**config.mk**
```make
export PLATFORM = sky130hd
export DESIGN_NAME = mont_mod_exp_mul_ctrl_flat
export DESIGN_NICKNAME = d
export VERILOG_FILES = /design/src/rtl/mont_mod_exp_mul_ctrl_if.sv /design/src/rtl/mont_mod_exp_mul_ctrl.sv /design/src/flat_wrapper.sv
export SDC_FILE = /design/constraint.sdc
export NUM_CORES = 1
export LEC_CHECK = 0
export ABC_CLOCK_PERIOD_IN_PS = 2000
export BUFFER_PORTS_ARGS = -buffer_cell sky130_fd_sc_hd__buf_4
export CAP_MARGIN = 20
export CORE_MARGIN = 2
export CORE_UTILIZATION = 34
export CTS_BUF_LIST = sky130_fd_sc_hd__clkbuf_8
export DETAILED_ROUTE_END_ITERATION = 8
export GPL_TIMING_DRIVEN = 0
export PLACE_DENSITY = 0.84
export SLEW_MARGIN = 20
export SYNTH_ARGS = -nofsm -noshare
export SYNTH_HDL_FRONTEND = slang
export SYNTH_SLANG_ARGS = --single-unit
```
**constraint.sdc**
```tcl
create_clock -name clk -period 2 [get_ports clk]
set_input_delay 0.2 -clock clk [delete_from_list [all_inputs] [get_ports clk]]
set_output_delay 0.2 -clock clk [all_outputs]
set_load 0.01 [all_outputs]
```
**src/rtl/mont_mod_exp_mul_ctrl_if.sv**
```systemverilog
// Control/status and stream handshake bundle between the Montgomery exponentiation
// controller (master) and its dpath plus accelerator environment (slave).
interface mont_mod_exp_mul_ctrl_if;
   // Every val/rdy pair transfers on a rising edge where both are high; a val, once
   // raised, holds (with its payload) until that edge.
   logic        istream_val;
   logic        istream_rdy;
   logic        ostream_val;
   logic        ostream_rdy;

   logic        e_mux_sel;
   logic        r_mux_sel;
   logic        b_mux_sel;
   logic        e_reg_en;
   logic        r_reg_en;
   logic        b_reg_en;
   logic        n_reg_en;

   logic        r_mulrem_i_val;
   logic        r_mulrem_o_rdy;
   logic        b_mulrem_i_val;
   logic        b_mulrem_o_rdy;

   logic [31:0] e_reg_out;
   logic        r_mulrem_i_rdy;
   logic        r_mulrem_o_val;
   logic        b_mulrem_i_rdy;
   logic        b_mulrem_o_val;

   modport master (
      input  istream_val, ostream_rdy, e_reg_out,
      input  r_mulrem_i_rdy, r_mulrem_o_val, b_mulrem_i_rdy, b_mulrem_o_val,
      output istream_rdy, ostream_val,
      output e_mux_sel, r_mux_sel, b_mux_sel,
      output e_reg_en, r_reg_en, b_reg_en, n_reg_en,
      output r_mulrem_i_val, r_mulrem_o_rdy, b_mulrem_i_val, b_mulrem_o_rdy
   );

   modport slave (
      output istream_val, ostream_rdy, e_reg_out,
      output r_mulrem_i_rdy, r_mulrem_o_val, b_mulrem_i_rdy, b_mulrem_o_val,
      input  istream_rdy, ostream_val,
      input  e_mux_sel, r_mux_sel, b_mux_sel,
      input  e_reg_en, r_reg_en, b_reg_en, n_reg_en,
      input  r_mulrem_i_val, r_mulrem_o_rdy, b_mulrem_i_val, b_mulrem_o_rdy
   );
endinterface

```
**src/rtl/mont_mod_exp_mul_ctrl.sv**
```systemverilog
// Right-to-left square-and-multiply controller driving parallel r/b MulRem units.
// Optional macro RSA_XCEL_MONT_SKIP_LAST_SQUARE_EN drops the final, unused squaring.
module mont_mod_exp_mul_ctrl (
   input  logic                           clk,
   input  logic                           reset,
   mont_mod_exp_mul_ctrl_if.master        bus,
   output logic [2:0]                     o_dbg_state
);

   typedef enum logic [2:0] {
      S_IDLE  = 3'd0,
      S_CHECK = 3'd1,
      S_ISSUE = 3'd2,
      S_WAIT  = 3'd3,
      S_DONE  = 3'd4
   } state_t;

   state_t r_state;
   state_t w_state_nxt;

   logic r_need_r;
   logic r_need_b;
   logic r_r_sent;
   logic r_b_sent;
   logic w_need_r_nxt;
   logic w_need_b_nxt;
   logic w_r_sent_nxt;
   logic w_b_sent_nxt;

   logic w_istream_rdy;
   logic w_ostream_val;
   logic w_e_mux_sel;
   logic w_r_mux_sel;
   logic w_b_mux_sel;
   logic w_e_reg_en;
   logic w_r_reg_en;
   logic w_b_reg_en;
   logic w_n_reg_en;
   logic w_r_i_val;
   logic w_b_i_val;
   logic w_r_o_rdy;
   logic w_b_o_rdy;
   logic w_all_res;

   always_ff @(posedge clk) begin
      if (reset) begin
         r_state  <= S_IDLE;
         r_need_r <= 1'b0;
         r_need_b <= 1'b0;
         r_r_sent <= 1'b0;
         r_b_sent <= 1'b0;
      end else begin
         r_state  <= w_state_nxt;
         r_need_r <= w_need_r_nxt;
         r_need_b <= w_need_b_nxt;
         r_r_sent <= w_r_sent_nxt;
         r_b_sent <= w_b_sent_nxt;
      end
   end

   always_comb begin
      w_state_nxt   = r_state;
      w_need_r_nxt  = r_need_r;
      w_need_b_nxt  = r_need_b;
      w_r_sent_nxt  = r_r_sent;
      w_b_sent_nxt  = r_b_sent;
      w_istream_rdy = 1'b0;
      w_ostream_val = 1'b0;
      w_e_mux_sel   = 1'b0;
      w_r_mux_sel   = 1'b0;
      w_b_mux_sel   = 1'b0;
      w_e_reg_en    = 1'b0;
      w_r_reg_en    = 1'b0;
      w_b_reg_en    = 1'b0;
      w_n_reg_en    = 1'b0;
      w_r_i_val     = 1'b0;
      w_b_i_val     = 1'b0;
      w_r_o_rdy     = 1'b0;
      w_b_o_rdy     = 1'b0;
      w_all_res     = 1'b0;

      case (r_state)
         S_IDLE: begin
            w_istream_rdy = 1'b1;
            if (bus.istream_val) begin
               w_e_reg_en  = 1'b1;
               w_r_reg_en  = 1'b1;
               w_b_reg_en  = 1'b1;
               w_n_reg_en  = 1'b1;
               w_state_nxt = S_CHECK;
            end
         end

         S_CHECK: begin
            if (bus.e_reg_out == 32'd0) begin
               w_state_nxt = S_DONE;
            end else begin
               w_need_r_nxt = bus.e_reg_out[0];
`ifdef RSA_XCEL_MONT_SKIP_LAST_SQUARE_EN
               // With e==1 the squared base is never consumed again.
               w_need_b_nxt = (bus.e_reg_out != 32'd1);
`else
               w_need_b_nxt = 1'b1;
`endif
               w_r_sent_nxt = 1'b0;
               w_b_sent_nxt = 1'b0;
               w_state_nxt  = S_ISSUE;
            end
         end

         S_ISSUE: begin
            w_b_i_val    = r_need_b & ~r_b_sent;
            w_r_i_val    = r_need_r & ~r_r_sent;
            w_b_sent_nxt = r_b_sent | (w_b_i_val & bus.b_mulrem_i_rdy);
            w_r_sent_nxt = r_r_sent | (w_r_i_val & bus.r_mulrem_i_rdy);
            if ((~r_need_b | w_b_sent_nxt) && (~r_need_r | w_r_sent_nxt))
               w_state_nxt = S_WAIT;
         end

         S_WAIT: begin
            // Capture only once every outstanding result is present, so the
            // operand registers feeding a slower unit never move under it.
            w_all_res = (~r_need_r | bus.r_mulrem_o_val) & (~r_need_b | bus.b_mulrem_o_val);
            if (w_all_res) begin
               w_r_o_rdy   = r_need_r;
               w_b_o_rdy   = r_need_b;
               w_r_reg_en  = r_need_r;
               w_r_mux_sel = 1'b1;
               w_b_reg_en  = r_need_b;
               w_b_mux_sel = 1'b1;
               w_e_reg_en  = 1'b1;
               w_e_mux_sel = 1'b1;
               w_state_nxt = S_CHECK;
            end
         end

         S_DONE: begin
            w_ostream_val = 1'b1;
            if (bus.ostream_rdy)
               w_state_nxt = S_IDLE;
         end

         default: begin
            w_state_nxt = S_IDLE;
         end
      endcase
   end

   assign bus.istream_rdy    = w_istream_rdy;
   assign bus.ostream_val    = w_ostream_val;
   assign bus.e_mux_sel      = w_e_mux_sel;
   assign bus.r_mux_sel      = w_r_mux_sel;
   assign bus.b_mux_sel      = w_b_mux_sel;
   assign bus.e_reg_en       = w_e_reg_en;
   assign bus.r_reg_en       = w_r_reg_en;
   assign bus.b_reg_en       = w_b_reg_en;
   assign bus.n_reg_en       = w_n_reg_en;
   assign bus.r_mulrem_i_val = w_r_i_val;
   assign bus.b_mulrem_i_val = w_b_i_val;
   assign bus.r_mulrem_o_rdy = w_r_o_rdy;
   assign bus.b_mulrem_o_rdy = w_b_o_rdy;

   assign o_dbg_state = r_state;

endmodule

```
**src/flat_wrapper.sv**
```systemverilog
// flat-port wrapper written by rule: the top's interface ports become plain ports
module mont_mod_exp_mul_ctrl_flat 
  (clk, reset, o_dbg_state, bus_istream_val, bus_ostream_rdy, bus_e_reg_out, bus_r_mulrem_i_rdy, bus_r_mulrem_o_val, bus_b_mulrem_i_rdy, bus_b_mulrem_o_val, bus_istream_rdy, bus_ostream_val, bus_e_mux_sel, bus_r_mux_sel, bus_b_mux_sel, bus_e_reg_en, bus_r_reg_en, bus_b_reg_en, bus_n_reg_en, bus_r_mulrem_i_val, bus_r_mulrem_o_rdy, bus_b_mulrem_i_val, bus_b_mulrem_o_rdy);
  mont_mod_exp_mul_ctrl_if bus_i ();
  input  logic clk;
  input  logic reset;
  output logic [2:0] o_dbg_state;
  input wire logic [$bits(bus_i.istream_val)-1:0] bus_istream_val;
  input wire logic [$bits(bus_i.ostream_rdy)-1:0] bus_ostream_rdy;
  input wire logic [$bits(bus_i.e_reg_out)-1:0] bus_e_reg_out;
  input wire logic [$bits(bus_i.r_mulrem_i_rdy)-1:0] bus_r_mulrem_i_rdy;
  input wire logic [$bits(bus_i.r_mulrem_o_val)-1:0] bus_r_mulrem_o_val;
  input wire logic [$bits(bus_i.b_mulrem_i_rdy)-1:0] bus_b_mulrem_i_rdy;
  input wire logic [$bits(bus_i.b_mulrem_o_val)-1:0] bus_b_mulrem_o_val;
  output wire logic [$bits(bus_i.istream_rdy)-1:0] bus_istream_rdy;
  output wire logic [$bits(bus_i.ostream_val)-1:0] bus_ostream_val;
  output wire logic [$bits(bus_i.e_mux_sel)-1:0] bus_e_mux_sel;
  output wire logic [$bits(bus_i.r_mux_sel)-1:0] bus_r_mux_sel;
  output wire logic [$bits(bus_i.b_mux_sel)-1:0] bus_b_mux_sel;
  output wire logic [$bits(bus_i.e_reg_en)-1:0] bus_e_reg_en;
  output wire logic [$bits(bus_i.r_reg_en)-1:0] bus_r_reg_en;
  output wire logic [$bits(bus_i.b_reg_en)-1:0] bus_b_reg_en;
  output wire logic [$bits(bus_i.n_reg_en)-1:0] bus_n_reg_en;
  output wire logic [$bits(bus_i.r_mulrem_i_val)-1:0] bus_r_mulrem_i_val;
  output wire logic [$bits(bus_i.r_mulrem_o_rdy)-1:0] bus_r_mulrem_o_rdy;
  output wire logic [$bits(bus_i.b_mulrem_i_val)-1:0] bus_b_mulrem_i_val;
  output wire logic [$bits(bus_i.b_mulrem_o_rdy)-1:0] bus_b_mulrem_o_rdy;
  assign bus_i.istream_val = bus_istream_val;
  assign bus_i.ostream_rdy = bus_ostream_rdy;
  assign bus_i.e_reg_out = bus_e_reg_out;
  assign bus_i.r_mulrem_i_rdy = bus_r_mulrem_i_rdy;
  assign bus_i.r_mulrem_o_val = bus_r_mulrem_o_val;
  assign bus_i.b_mulrem_i_rdy = bus_b_mulrem_i_rdy;
  assign bus_i.b_mulrem_o_val = bus_b_mulrem_o_val;
  assign bus_istream_rdy = bus_i.istream_rdy;
  assign bus_ostream_val = bus_i.ostream_val;
  assign bus_e_mux_sel = bus_i.e_mux_sel;
  assign bus_r_mux_sel = bus_i.r_mux_sel;
  assign bus_b_mux_sel = bus_i.b_mux_sel;
  assign bus_e_reg_en = bus_i.e_reg_en;
  assign bus_r_reg_en = bus_i.r_reg_en;
  assign bus_b_reg_en = bus_i.b_reg_en;
  assign bus_n_reg_en = bus_i.n_reg_en;
  assign bus_r_mulrem_i_val = bus_i.r_mulrem_i_val;
  assign bus_r_mulrem_o_rdy = bus_i.r_mulrem_o_rdy;
  assign bus_b_mulrem_i_val = bus_i.b_mulrem_i_val;
  assign bus_b_mulrem_o_rdy = bus_i.b_mulrem_o_rdy;
  mont_mod_exp_mul_ctrl u_core (.clk(clk), .reset(reset), .bus(bus_i), .o_dbg_state(o_dbg_state));
endmodule
```
==> results_dict.tcl, run 1 <==
set metrics [dict create \
    core-area_um2 1334 \
    drive_above_1_share 0.5285 \
    vias 736 \
    yosysSeqAreaShare 0.2786 \
    vias_per_cell 5.333 \
    relSlewSlack 0.7059 \
    path_class "register to output pin" \
    cts_root_buf "clkbuf_8" \
    synth_fp_nets 104 \
    drv.max_cap_violation_count 0 \
    timing.final.crit_share 0.9008 \
    synth_top_area_cell "dfxtp_1" \
    grt_max_degree 9 \
    ioPinCount 56 \
    synth.most_common_cell "nor4_1" \
    dr.pass1.iters 4 \
    cp_data_required_time_ns 1.80 \
    setup_viol_count_final 0 \
    clk_latency_ns 0.23 \
    drt-total-wl_mm 1.647 \
    synth.yosys.warnings 0 \
    cp.arrival_ns 1.60 \
    antenna_found_initial 0 \
    cts_tree "built" \
    hp-class "input pin to register" \
    cts_setup_buffers 0 \
    r2r_slack_ns 0.49 \
    rsz0062_at_grt "false" \
    cts_made_buffers 3 \
    drv_slew 0 \
    holdWs_ns 0.1858 \
    hpwl_mm 1.435 \
    fp.dieW_um 42.46 \
    p_per_area_nw_per_um2 549.4 \
    overflow 0 \
    worst_pin_slew_ns 0.4343 \
    syn_to_final_growth_pct 96.52 \
    row_count 13 \
    synth.distinct_cells 30 \
    dieHeight_um 42.46 \
    fin_nets 164 \
    syn-instance-count 64 \
    fin_skew_ns 0.001919 \
    hold_path_startpoint "reset" \
    n_antenna_cell 0 \
    drcViolationCount 0 \
    drt-initial-drc-count 9 \
    vdd_drop_max_uv 402.0 \
    leakagePower_nw 0.4748 \
    ys_ff_latch 7 \
    dieArea_um2 1803 \
    detail_route.wl_per_cell_um 11.93 \
    timing.fmax_mhz 555.1 \
    synth_edf_count 0 \
    yosys_most_used_dff "dfxtp_1" \
    n_fill_cell 99 \
    yosysTopAreaCellShare 0.2786 \
    avgSynthCellArea_um2 7.859 \
    cp_max_fo 7 \
    finalHoldViolCount 0 \
    start_util 0.3771 \
    grt_pass1_vias 677 \
    fin_setup_tns_ns 0 \
    end_kind "output pin" \
    clk_pin_slew_ns 0.04 \
    cp-start-kind "register" \
    crit_path_start "u_core.o_dbg_state[0]$_SDFFE_PP0P_" \
    hold_buffers 0 \
    power_mw 0.5431 \
    ant_nets 0 \
    min_period_ns 1.802 \
    synth.area.top_cells "dfxtp_1 28%, nor4_1 11%, nor3_1 5.0%" \
    rr_startpoint "u_core.r_need_b$_SDFFE_PP0P_" \
    cts_resized 0 \
    cts_buffer_depth 2 \
    io_buffer_count 55 \
    postSynth.asyncResetShare 0 \
    grt.total_usage 0.1908 \
    final_util 0.7411 \
    cts_max_level 1 \
    grt_pass1_wl_mm 2.615 \
    cts.sinks 7 \
    yosys-top-cells-count "9 x nor4_1, 7 x dfxtp_1, 5 x nand2_1, 5 x nor3_1, 4 x inv_1" \
    syn_area_um2 503.0 \
    gp_congestion 0.7518 \
    status "finished clean" \
]
-- flip-flops by register name, indices dropped and copies added (netlist names) --
signal              flops
u_core.o_dbg_state      3
u_core.r_b_sent         1
u_core.r_need_b         1
u_core.r_need_r         1
u_core.r_r_sent         1
-- cell type report --
type	count	area, um^2	area share
plain buffers	2	15.01	0.01519
clock buffers	3	41.29	0.04177
clock inverters	1	3.754	0.003797
inverters	5	18.77	0.01899
multi-input cells	50	337.8	0.3418
flip-flops and latches	7	140.1	0.1418
well taps	15	18.77	0.01899
repair buffers	55	412.9	0.4177
-- worst max-delay path, stage by stage, from the launching register on --
cell      delay, ns
dfxtp_1        0.45
inv_2          0.12
nor4_4         0.39
and2_1         0.19
nand2b_1       0.11
buf_4          0.12
-- layout by cell type, fill, tap and decap left out, types with 2 or more instances in the layout --
cell,instances
dfxtp_1,7
inv_1,5
a21oi_1,2
nor2b_1,2
nor3_1,5
nand2_1,5
a31oi_1,2
and4_1,2
nand2b_1,3
clkbuf_8,3
buf_4,57
nor4_1,9
nor2_1,3
-- where the power goes --
part	switching, mW	internal [mW]
registers	0.0159	0.151
logic	0.0777	0.109
clock network	0.0571	0.132
-- through the flow --
stage | area, um^2 | worst slack [ns] | std cells
floorplan | 503.0 | 0.2855 | 64
global placement | 934.6 | 0.3573 | 134
detailed placement | 934.6 | 0.3174 | 134
CTS | 979.7 | 0.06779 | 138
global route | 988.4 | 0.07502 | 138
finish | 988.4 | 0.1984 | 138
-- path summary, 6_finish.rpt --
check / to / cells after the start
worst min register to register: u_core.r_need_r$_SDFFE_PP0P_ / 2
worst max-delay path: bus_b_reg_en / 5
worst max register to register: u_core.o_dbg_state[0]$_SDFFE_PP0P_ / 4
worst min-delay path: u_core.o_dbg_state[2]$_SDFFE_PP0P_ / 2
-- logic make-up (layout without fill, tap and decap cells) --
| group | count (synthesis) | after routing | synth area share |
|---|---|---|---|
| compound gates | 12 | 12 | 0.1916 |
| buf+inv | 7 | 66 | 0.06714 |
| simple gates | 37 | 37 | 0.4428 |
| flops | 7 | 7 | 0.2786 |
| mux | 1 | 1 | 0.01990 |
-- metal layers --
layer	GRT usage	routed length (um)
met2	0.3446	811
met1	0.1974	593
met5	0	0
met3	0.05172	215
met4	0.1000	26
Power figures use the tool's default switching activity.
==> run 2: changes to the inputs <==
REMOVE_ABC_BUFFERS = 1   (was default)
==> results_dict.tcl, run 2 (same netlist as run 1, synthesis figures left out) <==
set metrics [dict create \
    cts_root_buf "clkbuf_8" \
    cp_max_fo 7 \
    timing.final.crit_share 0.9030 \
    drt-initial-drc-count 10 \
    dieArea_um2 1803 \
    drv_slew 0 \
    multi_input_area_um2 337.8 \
    n_fill_cell 111 \
    rr_startpoint "u_core.r_need_r$_SDFFE_PP0P_" \
    grt_pass1_vias 712 \
    final_util 0.7298 \
    cts_setup_buffers 0 \
    cts_buffer_depth 2 \
    hp-class "input pin to register" \
    timing.fmax_mhz 553.7 \
    layout_common_cells "55 x buf_4, 9 x nor4_1, 7 x dfxtp_1" \
    cp-start-kind "register" \
    drt-total-wl_mm 1.598 \
    rsz0062_at_grt "false" \
    end_kind "output pin" \
    path_class "register to output pin" \
    ant_nets 0 \
    internal-power_mw 0.3908 \
    dr.pass1.iters 4 \
    fin_area_um2 973.4 \
    hpwl_mm 1.404 \
    drcViolationCount 0 \
    ioPinCount 56 \
    crit_path_start "u_core.o_dbg_state[0]$_SDFFE_PP0P_" \
    vias 712 \
    critical-path-top-delay-family "simple AND/OR/NAND/NOR gates" \
    holdWs_ns 0.1814 \
    dieHeight_um 42.46 \
    final_common_cell "buf_4" \
    placed_area_um2 919.6 \
    largest_reg_flops 3 \
    detail_route.wl_per_cell_um 11.75 \
    fin_nets 162 \
    worst_pin_slew_ns 0.4611 \
    grt_pass1_wl_mm 2.808 \
    crit_slowest_cell "dfxtp_1" \
    r2r_slack_ns 0.50 \
    seqPwrFrac 0.306 \
    cts_max_level 1 \
    place_inst 132 \
    cts_tree "built" \
    hold_path_startpoint "reset" \
    seqCellArea_um2 140.1 \
    clk_latency_ns 0.23 \
    overflow 0 \
    status "finished clean" \
    relSlewSlack 0.6920 \
    grt_max_degree 9 \
    setup_slack_ns 0.1939 \
    core-area_um2 1334 \
    drv.max_cap_violation_count 0 \
    leakagePower_nw 0.4639 \
    fin_setup_tns_ns 0 \
    fin_cells 136 \
    n_antenna_cell 0 \
    fin_skew_ns 0.004267 \
    grt.total_usage 0.2044 \
    gp_congestion 0.7785 \
    antenna_found_initial 0 \
    max_stage_delay_ns 0.45 \
    start_util 0.3771 \
    cp.arrival_ns 1.61 \
    combPwrFrac 0.339 \
    row_count 13 \
    io_buffer_count 55 \
    p_per_area_nw_per_um2 558.5 \
    fp.dieW_um 42.46 \
    power_mw 0.5437 \
    vias_per_cell 5.235 \
    drive_above_1_share 0.5207 \
    switching_share 0.2811 \
    worst-path-buf-inv 2 \
    clockPowerShare 0.355 \
    path_cells "inv_2 > nor4_4 > and2_2 > or2_1 > buf_4" \
    cts_made_buffers 3 \
    finalHoldViolCount 0 \
    cts.sinks 7 \
    clk_pin_slew_ns 0.04 \
    syn_to_final_growth_pct 93.53 \
    p_switching_mw 0.1528 \
    setup_viol_count_final 0 \
    min_period_ns 1.806 \
    vdd_drop_max_uv 273.2 \
    dp_slack_ns 0.3235 \
    cp_data_required_time_ns 1.80 \
]
run 2: changes by cell type in the layout (fill, tap and decap cells not counted):
cell   previous run  this run
buf_4            57        55
run 2: area by class of cell:
type | instances | share of cell area
sequential | 7 | 0.1440
timing repair buffer | 55 | 0.4242
tap | 15 | 0.01928
multi-input combinational | 50 | 0.3470
inverter | 5 | 0.01928
clock buffer | 3 | 0.04242
clock inverter | 1 | 0.003856
run 2: worst register-to-register path, cell delays in order, from the launching register on:
cell and delay (ns):
dfxtp_1 0.41, or3b_1 0.38, o311a_1 0.14, or4_1 0.40
o31ai_1 0.09
run 2: path summary, 6_finish.rpt:
path	end	cells after the start
worst max-delay path	bus_r_reg_en	5
worst max register to register	u_core.o_dbg_state[0]$_SDFFE_PP0P_	4
worst min-delay path	u_core.o_dbg_state[2]$_SDFFE_PP0P_	2
worst min register to register	u_core.r_need_b$_SDFFE_PP0P_	2
run 2: layer usage:
| layer | vias up | routed length (um) | track usage |
|---|---|---|---|
| li1 | 357 | - | - |
| met1 | 308 | 583 | 0.1856 |
| met2 | 45 | 824 | 0.3785 |
| met3 | 2 | 180 | 0.09052 |
| met4 | 0 | 10 | 0.1000 |
| met5 | - | 0 | 0 |
run 2: repair_timing:
| action | 4_1_cts | 5_1_grt |
|---|---|---|
| setup endpoints to repair | 0 | 2 |
| hold buffers | 0 | 0 |
| gates resized for setup | 0 | 1 |
run 2: power groups by stage:
stage / registers [mW] / logic [mW] / clock network, mW
2_1_floorplan: 0.168 / 0.0722 / 0
3_3_place_gp: 0.168 / 0.177 / 0
3_5_place_dp: 0.169 / 0.182 / 0
4_1_cts: 0.167 / 0.183 / 0.196
5_1_grt: 0.169 / 0.204 / 0.209
6_report: 0.166 / 0.184 / 0.193
==> run 3: changes to the inputs <==
MAX_ROUTING_LAYER = met4   (was default)
REMOVE_ABC_BUFFERS = default   (was 1)
==> results_dict.tcl, run 3 (same netlist as run 1, synthesis figures left out) <==
set metrics [dict create \
    cts.sinks 7 \
    io_buffer_count 55 \
    timing.fmax_mhz 555.1 \
    final_common_cell "buf_4" \
    drive_above_1_share 0.5285 \
    drcViolationCount 0 \
    relSlewSlack 0.7059 \
    cts_root_buf "clkbuf_8" \
    row_count 13 \
    largest_reg_flops 3 \
    min_period_ns 1.801 \
    n_antenna_cell 0 \
    clk_pin_slew_ns 0.04 \
    ioPinCount 56 \
    grt_max_degree 9 \
    layout_common_cells "57 x buf_4, 9 x nor4_1, 7 x dfxtp_1" \
    setup_viol_count_final 0 \
    dieHeight_um 42.46 \
    met2_usage 0.3446 \
    worst-path-buf-inv 2 \
    detail_route.wl_per_cell_um 11.93 \
    vias 736 \
    fin_nets 164 \
    grt_pass1_wl_mm 2.628 \
    p_per_area_nw_per_um2 549.3 \
    ant_nets 0 \
    cts_made_buffers 3 \
    cp.arrival_ns 1.60 \
    end_kind "output pin" \
    antenna_found_initial 0 \
    overflow 0 \
    path_class "register to output pin" \
    grt_pass1_vias 673 \
    grt.total_usage 0.1987 \
    vdd_drop_max_uv 401.6 \
    clk_latency_ns 0.23 \
    syn_to_final_growth_pct 96.52 \
    cp_data_required_time_ns 1.80 \
    fin_setup_tns_ns 0 \
    finalHoldViolCount 0 \
    r2r_slack_ns 0.49 \
    drv.max_cap_violation_count 0 \
    crit_slowest_cell "dfxtp_1" \
    dieArea_um2 1803 \
    timing.final.crit_share 0.9007 \
    drt-total-wl_mm 1.646 \
    fin_skew_ns 0.001945 \
    hp-class "input pin to register" \
    path_cells "inv_2 > nor4_4 > and2_1 > nand2b_1 > buf_4" \
    cts_buffer_depth 2 \
    drv_slew 0 \
    use_met3 0.06466 \
    gp_congestion 0.7615 \
    busiest_layer "met2" \
    hpwl_mm 1.435 \
    cp-start-kind "register" \
    use_met1 0.1974 \
    cp_max_fo 7 \
    critical-path-top-delay-family "simple AND/OR/NAND/NOR gates" \
    max_stage_delay_ns 0.45 \
    start_util 0.3771 \
    cts_tree "built" \
    status "finished clean" \
    placed_area_um2 934.6 \
    drt-initial-drc-count 9 \
    fp.dieW_um 42.46 \
    rsz0062_at_grt "false" \
    worst_pin_slew_ns 0.4343 \
    core-area_um2 1334 \
    cts_max_level 1 \
    vias_per_cell 5.333 \
    dr.pass1.iters 4 \
    fin_area_um2 988.4 \
    leakagePower_nw 0.4748 \
]
## run 3: layout make-up
cell class | instances | area [um^2]
buffer | 2 | 15.01
clock buffer | 3 | 41.29
clock inverter | 1 | 3.754
fill | 99 | 345.3
inverter | 5 | 18.77
multi-input combinational | 50 | 337.8
sequential | 7 | 140.1
tap | 15 | 18.77
timing repair buffer | 55 | 412.9
## run 3: worst paths after layout
check | startpoint | end | depth (start not counted)
max | u_core.o_dbg_state[0]$_SDFFE_PP0P_ | bus_b_reg_en | 5
min | reset | u_core.o_dbg_state[2]$_SDFFE_PP0P_ | 2
max reg2reg | u_core.r_need_b$_SDFFE_PP0P_ | u_core.o_dbg_state[0]$_SDFFE_PP0P_ | 4
min reg2reg | u_core.r_need_r$_SDFFE_PP0P_ | u_core.r_need_r$_SDFFE_PP0P_ | 2
## run 3: report_power, final
group / internal [mW] / switching, mW / leakage (nW)
Clock: 0.132 / 0.0570 / 0.0269
Sequential: 0.151 / 0.0159 / 0.0571
Combinational: 0.109 / 0.0777 / 0.391
## run 3: repair_timing
item	CTS	global route
resized for setup	0	1
setup endpoints to repair	0	2
buffers inserted	0	0
hold buffers	0	0
## run 3: per-layer routing
metal | part of all wire | up-vias | routed length (um)
met5 | 0 | - | 0
met4 | 0.015 | 0 | 25
met3 | 0.13 | 3 | 215
met2 | 0.49 | 54 | 811
met1 | 0.36 | 315 | 593
li1 | - | 364 | -
## run 3: per-stage QoR
stage / util / hold slack [ns] / total power [mW] / worst slack, ns / cells
floorplan: - / 0.2691 / 0.2418 / 0.2855 / 64
global placement: 0.7008 / 0.4147 / 0.3486 / 0.3573 / 134
detailed placement: 0.7008 / 0.4169 / 0.3530 / 0.3174 / 134
CTS: 0.7345 / 0.1844 / 0.5451 / 0.06779 / 138
global route: 0.7411 / 0.1894 / 0.5789 / 0.07195 / 138
finish: 0.7411 / 0.1859 / 0.5430 / 0.1986 / 138
